==> src/rtl/logic_axi4_stream_downsizer.sv <==
// AXI4-Stream width downsizer: one wide Rx beat is replayed as RATIO narrow Tx slices, LSB slice first.
// Optional null-slice skipping is enabled by defining LOGIC_AXI4_STREAM_DOWNSIZER_SKIP_NULL_EN.
module logic_axi4_stream_downsizer #(
  parameter int RX_TDATA_BYTES = 8,
  parameter int TX_TDATA_BYTES = 4,
  parameter int TX_TUSER_WIDTH = 1,
  parameter int RX_TUSER_WIDTH = (RX_TDATA_BYTES / TX_TDATA_BYTES) * TX_TUSER_WIDTH,
  parameter int TDEST_WIDTH    = 1,
  parameter int TID_WIDTH      = 1,
  parameter int USE_TLAST      = 1,
  parameter int USE_TKEEP      = 1,
  parameter int USE_TSTRB      = 1
) (
  input  logic                        aclk,
  input  logic                        areset,
  input  logic                        rx_tvalid,
  input  logic                        rx_tlast,
  input  logic [RX_TDATA_BYTES*8-1:0] rx_tdata,
  input  logic [RX_TDATA_BYTES-1:0]   rx_tstrb,
  input  logic [RX_TDATA_BYTES-1:0]   rx_tkeep,
  input  logic [RX_TUSER_WIDTH-1:0]   rx_tuser,
  input  logic [TDEST_WIDTH-1:0]      rx_tdest,
  input  logic [TID_WIDTH-1:0]        rx_tid,
  output logic                        rx_tready,
  output logic                        tx_tvalid,
  output logic                        tx_tlast,
  output logic [TX_TDATA_BYTES*8-1:0] tx_tdata,
  output logic [TX_TDATA_BYTES-1:0]   tx_tstrb,
  output logic [TX_TDATA_BYTES-1:0]   tx_tkeep,
  output logic [TX_TUSER_WIDTH-1:0]   tx_tuser,
  output logic [TDEST_WIDTH-1:0]      tx_tdest,
  output logic [TID_WIDTH-1:0]        tx_tid,
  input  logic                        tx_tready,
  output logic                        dbg_state
);

  localparam int RATIO = RX_TDATA_BYTES / TX_TDATA_BYTES;
  localparam int IDX_W = (RATIO > 2) ? $clog2(RATIO) : 1;
  localparam int TXD   = TX_TDATA_BYTES * 8;

  if ((RX_TDATA_BYTES % TX_TDATA_BYTES) != 0 || RATIO < 2 ||
      RX_TUSER_WIDTH != RATIO * TX_TUSER_WIDTH) begin : g_bad_cfg
    $error("logic_axi4_stream_downsizer: illegal width configuration");
  end

  // Handshake rule on both ports: a beat moves on a rising aclk edge where valid and ready are both 1;
  // a source holds valid and all payload fields stable until that edge.
  typedef enum logic {ST_EMPTY = 1'b0, ST_SHIFT = 1'b1} state_t;

  state_t                      state_q, state_d;
  logic [IDX_W-1:0]            idx_q, idx_d, nxt_idx, first_idx;
  logic [RX_TDATA_BYTES*8-1:0] data_q, data_d;
  logic [RX_TDATA_BYTES-1:0]   strb_q, strb_d, keep_q, keep_d;
  logic [RX_TUSER_WIDTH-1:0]   user_q, user_d;
  logic [TDEST_WIDTH-1:0]      dest_q, dest_d;
  logic [TID_WIDTH-1:0]        id_q, id_d;
  logic                        last_q, last_d;

  logic [RX_TDATA_BYTES-1:0]   rx_keep_eff, rx_strb_eff;
  logic                        rx_tlast_eff;
  logic                        is_final, rx_keep_beat, rx_hs, tx_hs;

  assign rx_keep_eff  = (USE_TKEEP != 0) ? rx_tkeep : '1;
  assign rx_strb_eff  = (USE_TSTRB != 0) ? rx_tstrb : rx_keep_eff;
  assign rx_tlast_eff = (USE_TLAST != 0) ? rx_tlast : 1'b0;

`ifdef LOGIC_AXI4_STREAM_DOWNSIZER_SKIP_NULL_EN
  logic [RATIO-1:0] held_nz, rx_nz;
  logic             nxt_found;

  // Final slice is the last one with any kept byte; an all-null beat with tlast shows as the top slice.
  always_comb begin
    held_nz = '0;
    rx_nz   = '0;
    for (int r = 0; r < RATIO; r++) begin
      held_nz[r] = |keep_q[r*TX_TDATA_BYTES +: TX_TDATA_BYTES];
      rx_nz[r]   = |rx_keep_eff[r*TX_TDATA_BYTES +: TX_TDATA_BYTES];
    end
    nxt_found = 1'b0;
    nxt_idx   = idx_q;
    first_idx = IDX_W'(RATIO - 1);
    for (int r = RATIO - 1; r >= 0; r--) begin
      if (held_nz[r] && (r > int'(idx_q))) begin
        nxt_found = 1'b1;
        nxt_idx   = IDX_W'(r);
      end
      if (rx_nz[r]) first_idx = IDX_W'(r);
    end
    is_final     = !nxt_found;
    rx_keep_beat = (|rx_nz) || rx_tlast_eff;
  end
`else
  always_comb begin
    nxt_idx      = idx_q + IDX_W'(1);
    first_idx    = '0;
    is_final     = (idx_q == IDX_W'(RATIO - 1));
    rx_keep_beat = 1'b1;
  end
`endif

  assign tx_tvalid = (state_q == ST_SHIFT);
  assign tx_hs     = tx_tvalid && tx_tready;
  // Reload is allowed in the same cycle the final slice leaves, so the output never bubbles.
  assign rx_tready = !areset && ((state_q == ST_EMPTY) || (tx_tvalid && is_final && tx_tready));
  assign rx_hs     = rx_tvalid && rx_tready;

  always_comb begin
    state_d = state_q;
    idx_d   = idx_q;
    data_d  = data_q;
    strb_d  = strb_q;
    keep_d  = keep_q;
    user_d  = user_q;
    dest_d  = dest_q;
    id_d    = id_q;
    last_d  = last_q;
    if (tx_hs) begin
      if (is_final) state_d = ST_EMPTY;
      else          idx_d   = nxt_idx;
    end
    if (rx_hs) begin
      data_d  = rx_tdata;
      strb_d  = rx_strb_eff;
      keep_d  = rx_keep_eff;
      user_d  = rx_tuser;
      dest_d  = rx_tdest;
      id_d    = rx_tid;
      last_d  = rx_tlast_eff;
      idx_d   = first_idx;
      state_d = rx_keep_beat ? ST_SHIFT : ST_EMPTY;
    end
  end

  always_ff @(posedge aclk) begin
    if (areset) begin
      state_q <= ST_EMPTY;
      idx_q   <= '0;
      data_q  <= '0;
      strb_q  <= '0;
      keep_q  <= '0;
      user_q  <= '0;
      dest_q  <= '0;
      id_q    <= '0;
      last_q  <= 1'b0;
    end else begin
      state_q <= state_d;
      idx_q   <= idx_d;
      data_q  <= data_d;
      strb_q  <= strb_d;
      keep_q  <= keep_d;
      user_q  <= user_d;
      dest_q  <= dest_d;
      id_q    <= id_d;
      last_q  <= last_d;
    end
  end

  assign tx_tdata  = data_q[int'(idx_q)*TXD +: TXD];
  assign tx_tkeep  = (USE_TKEEP != 0) ? keep_q[int'(idx_q)*TX_TDATA_BYTES +: TX_TDATA_BYTES] : '1;
  assign tx_tstrb  = (USE_TSTRB != 0) ? strb_q[int'(idx_q)*TX_TDATA_BYTES +: TX_TDATA_BYTES] : tx_tkeep;
  assign tx_tuser  = user_q[int'(idx_q)*TX_TUSER_WIDTH +: TX_TUSER_WIDTH];
  assign tx_tdest  = dest_q;
  assign tx_tid    = id_q;
  assign tx_tlast  = (USE_TLAST != 0) && tx_tvalid && last_q && is_final;
  assign dbg_state = state_q;

endmodule
==> config.mk <==
export PLATFORM = sky130hd
export DESIGN_NAME = logic_axi4_stream_downsizer
export DESIGN_NICKNAME = d
export VERILOG_FILES = /design/src/rtl/logic_axi4_stream_downsizer.sv
export SDC_FILE = /design/constraint.sdc
export NUM_CORES = 1
export LEC_CHECK = 0
export ABC_AREA = 0
export ABC_CLOCK_PERIOD_IN_PS = 2100
export CAP_MARGIN = 20
export CORE_MARGIN = 5
export CORE_UTILIZATION = 48
export CTS_BUF_LIST = sky130_fd_sc_hd__clkbuf_2
export CTS_CLUSTER_SIZE = 30
export DETAILED_ROUTE_END_ITERATION = 10
export PLACE_DENSITY = 0.93
export RECOVER_POWER = 100
export SETUP_SLACK_MARGIN = 0.2
export SLEW_MARGIN = 40
export SYNTH_ARGS = -nofsm -noshare
export SYNTH_HDL_FRONTEND = slang
export SYNTH_SLANG_ARGS = --single-unit
==> constraint.sdc <==
create_clock -name aclk -period 2.1 [get_ports aclk]
set_clock_uncertainty 0.15 [all_clocks]
set_input_delay 0.21 -clock aclk [delete_from_list [all_inputs] [get_ports aclk]]
set_output_delay 0.21 -clock aclk [all_outputs]
set_load 0.02 [all_outputs]
==> impl_metrics.yaml <==
clock_tree:
  clkLatencyLatePin_ns: 0.50
  numCtsBuffers: 9
  cts_root_buf: "clkbuf_2"
  clock_sinks: 87
  clk_path_buf_depth: 2
  clkTransAtPathRegs_ns: 0.22
  h-tree-depth: 3
  cts_tree: "built"
global_routing:
  antenna_found_initial: 0
  overflow: 0
  grt_pass1_wl_um: 15300
  grt_max_degree: 49
  grt_use_total: 0.185
  grt_pass1_vias: 3117
synth:
  netlist_area_sq_um: 4110
  synth_nets: 422
  ys_top_cells_by_area: "dfxtp_1 42%, mux2_2 22%, mux2_4 17%"
  synth.distinct_cells: 17
  syn_inst: 333
  synth_top_area_frac: 0.424
  ys_seq_area_frac: 0.424
  yosysWarnings: 0
  yosys.area.top_type: "dfxtp_1"
  syn_avg_cell_area_sq_um: 12.3
  ys_ff_latch: 87
setup_path:
  crit_path_end_kind: "flip-flop"
  slowest_stage: "dfxtp_4"
  start_kind: "flip-flop"
  r2r.worst_path.cells: 7
  required_ns: 2.39
  reg2reg_to: "keep_q[5]$_SDFFE_PP0P_"
  arrival_ns: 2.30
  crit_family: "buffers and inverters"
  crit_path_max_incr_delay_ns: 0.41
  critPathKind: "reg2reg"
  cp_common_cell: "buf_12"
  crit_path_max_fanout: 22
  rrSetupSlack_ns: 0.09
  path_cells: "buf_12, a21boi_4, buf_12, nor3_4, buf_4, clkbuf_4, mux2_4"
  r2r_start: "idx_q$_SDFFE_PP0P_"
  cp_num_buf_inv: 4
finish:
  final_common_cell: "clkdlybuf4s50_1"
  syn_to_final_growth_pct: 33.7
  nets: 557
  final_area_sq_um: 5500
  final_layout_size_suffix_gt1_frac: 0.340
  most-common-layout-cells: "87 x clkdlybuf4s50_1, 86 x dfxtp_1, 84 x nor2b_1"
  final_util: 0.662
  diodes: 0
timing:
  finalCriticalPeriod_ns: 2.01
  worst_pin_slew_ns: 0.489
  timing.final.ws_setup_ns: 0.0905
  min_period_over_period: 0.957
  rsz0062_at_grt: "yes"
  slew_headroom: 0.674
  hold_viol: 0
  setup_violations: 0
  maxSlewViolCount: 0
  setup_tns_ns: 0
  fmax_mhz: 498
route:
  drt-initial-drc-count: 37
  wl_um: 9950
  vias_per_cell: 4.90
  ant_nets: 0
  drcViolationCount: 0
  drt-pass1-iter-count: 4
  num_vias: 2835
  wl_per_cell_um: 17.2
place:
  place_congestion: 0.812
  dp_slack_ns: 0.0214
  hpwl_um: 6670
  port_buffers: 135
  place_area_sq_um: 5520
power:
  p_leak_nw: 2.42
  power_mw: 3.46
  power_density_nw_per_um2: 629
  ir_drop_v: 0.000342
worst_hold_path:
  min_path_type: "in2reg"
  hold_depth: 3
  hold_start: "areset"
  whs_endpoint: "dbg_state$_SDFFE_PP0P_"
floorplanning:
  rows: 33
  initial_core_util: 0.495
  io_pins: 136
  dieWidth_um: 103
  die_y_um: 103
  core_area_sq_um: 8300
  die_area_sq_um: 10500
run_status:
  status: "finished clean"
flow_run:
  max_cap_viol_count: 0
## report_power, final
group	total (mW)	leakage [nW]	switching [mW]	internal, mW
logic	0.793	1.63	0.323	0.470
registers	1.83	0.718	0.0564	1.78
clock network	0.829	0.0696	0.544	0.284
total	3.46	2.42	0.924	2.53
## synth_stat cells (all sizes together)
| library cell | number |
|---|---|
| a21boi | 1 |
| inv | 1 |
| nor3 | 1 |
| and2b | 2 |
| nor2 | 3 |
| nand3b | 1 |
| dfxtp | 87 |
| buf | 17 |
| o21ai | 1 |
| a21oi | 1 |
| and3 | 1 |
| nor2b | 84 |
| mux2 | 126 |
| clkbuf | 7 |
## worst reg2reg max path: cells and delay by family, from the launching register on
kind	cells	cell delay, ns
AOI/OAI and AO/OA	1	0.09
buffers and inverters	4	0.85
DFF	1	0.41
muxes	1	0.35
and+or+nand+nor	1	0.11
## cell families after synthesis
group / Yosys count / synth area share
muxes: 126 / 0.387
AOI/OAI and AO/OA: 3 / 0.00700
buffers and inverters: 25 / 0.0408
and+or+nand+nor: 92 / 0.142
DFF: 87 / 0.424
## registers in the layout, indices dropped and copies added, names as in the netlist
name,flops
dbg_state,1
keep_q,8
data_q,64
last_q,1
strb_q,8
tx_tid,1
user_q,2
idx_q,1
tx_tdest,1
## metal layers
layer	vias up	wire length, um	GRT usage
met5	-	0	0
met1	1334	4340	0.221
met4	0	195	0.0706
li1	1385	-	-
met2	99	4730	0.316
met3	17	685	0.0494
## final cells by class
type                            instances  area [sq um]
Sequential cell                        87          1750
Tap cell                              105           131
Inverter                                1          3.75
Fill cell                             684          2800
Timing Repair Buffer                  148          1290
Clock buffer                           12          60.1
Clock inverter                          4          46.3
Multi-Input combinational cell        221          2220
## worst max-delay path by stage
stage | startpoint | endpoint | slack (ns) | cells after the start
floorplan | dbg_state$_SDFFE_PP0P_ | data_q[22]$_SDFFE_PP0P_ | 0.46 | 5
global placement | tx_tready | data_q[37]$_SDFFE_PP0P_ | 0.07 | 5
detailed placement | tx_tready | data_q[41]$_SDFFE_PP0P_ | 0.02 | 5
CTS | idx_q$_SDFFE_PP0P_ | tx_tstrb[2] | -0.09 | 3
global route | idx_q$_SDFFE_PP0P_ | tx_tstrb[2] | 0.02 | 3
finish | idx_q$_SDFFE_PP0P_ | keep_q[5]$_SDFFE_PP0P_ | 0.09 | 7
## through the flow
step                      std cells  hold WS (ns)
after floorplan                 333         0.181
after global placement          555         0.382
after detailed placement        555         0.393
after CTS                       572        0.0572
after global routing            578        0.0680
final                           578         0.107
## repair_timing
item | in CTS | in global routing
hold buffers | 0 | 0
endpoints found under the setup margin | 46 | 128
setup buffers | 1 | 2
pin swaps | 2 | 2
gates resized for setup | 254 | 8
gates cloned | 0 | 4
No activity file was read; power rests on OpenSTA's default activity.
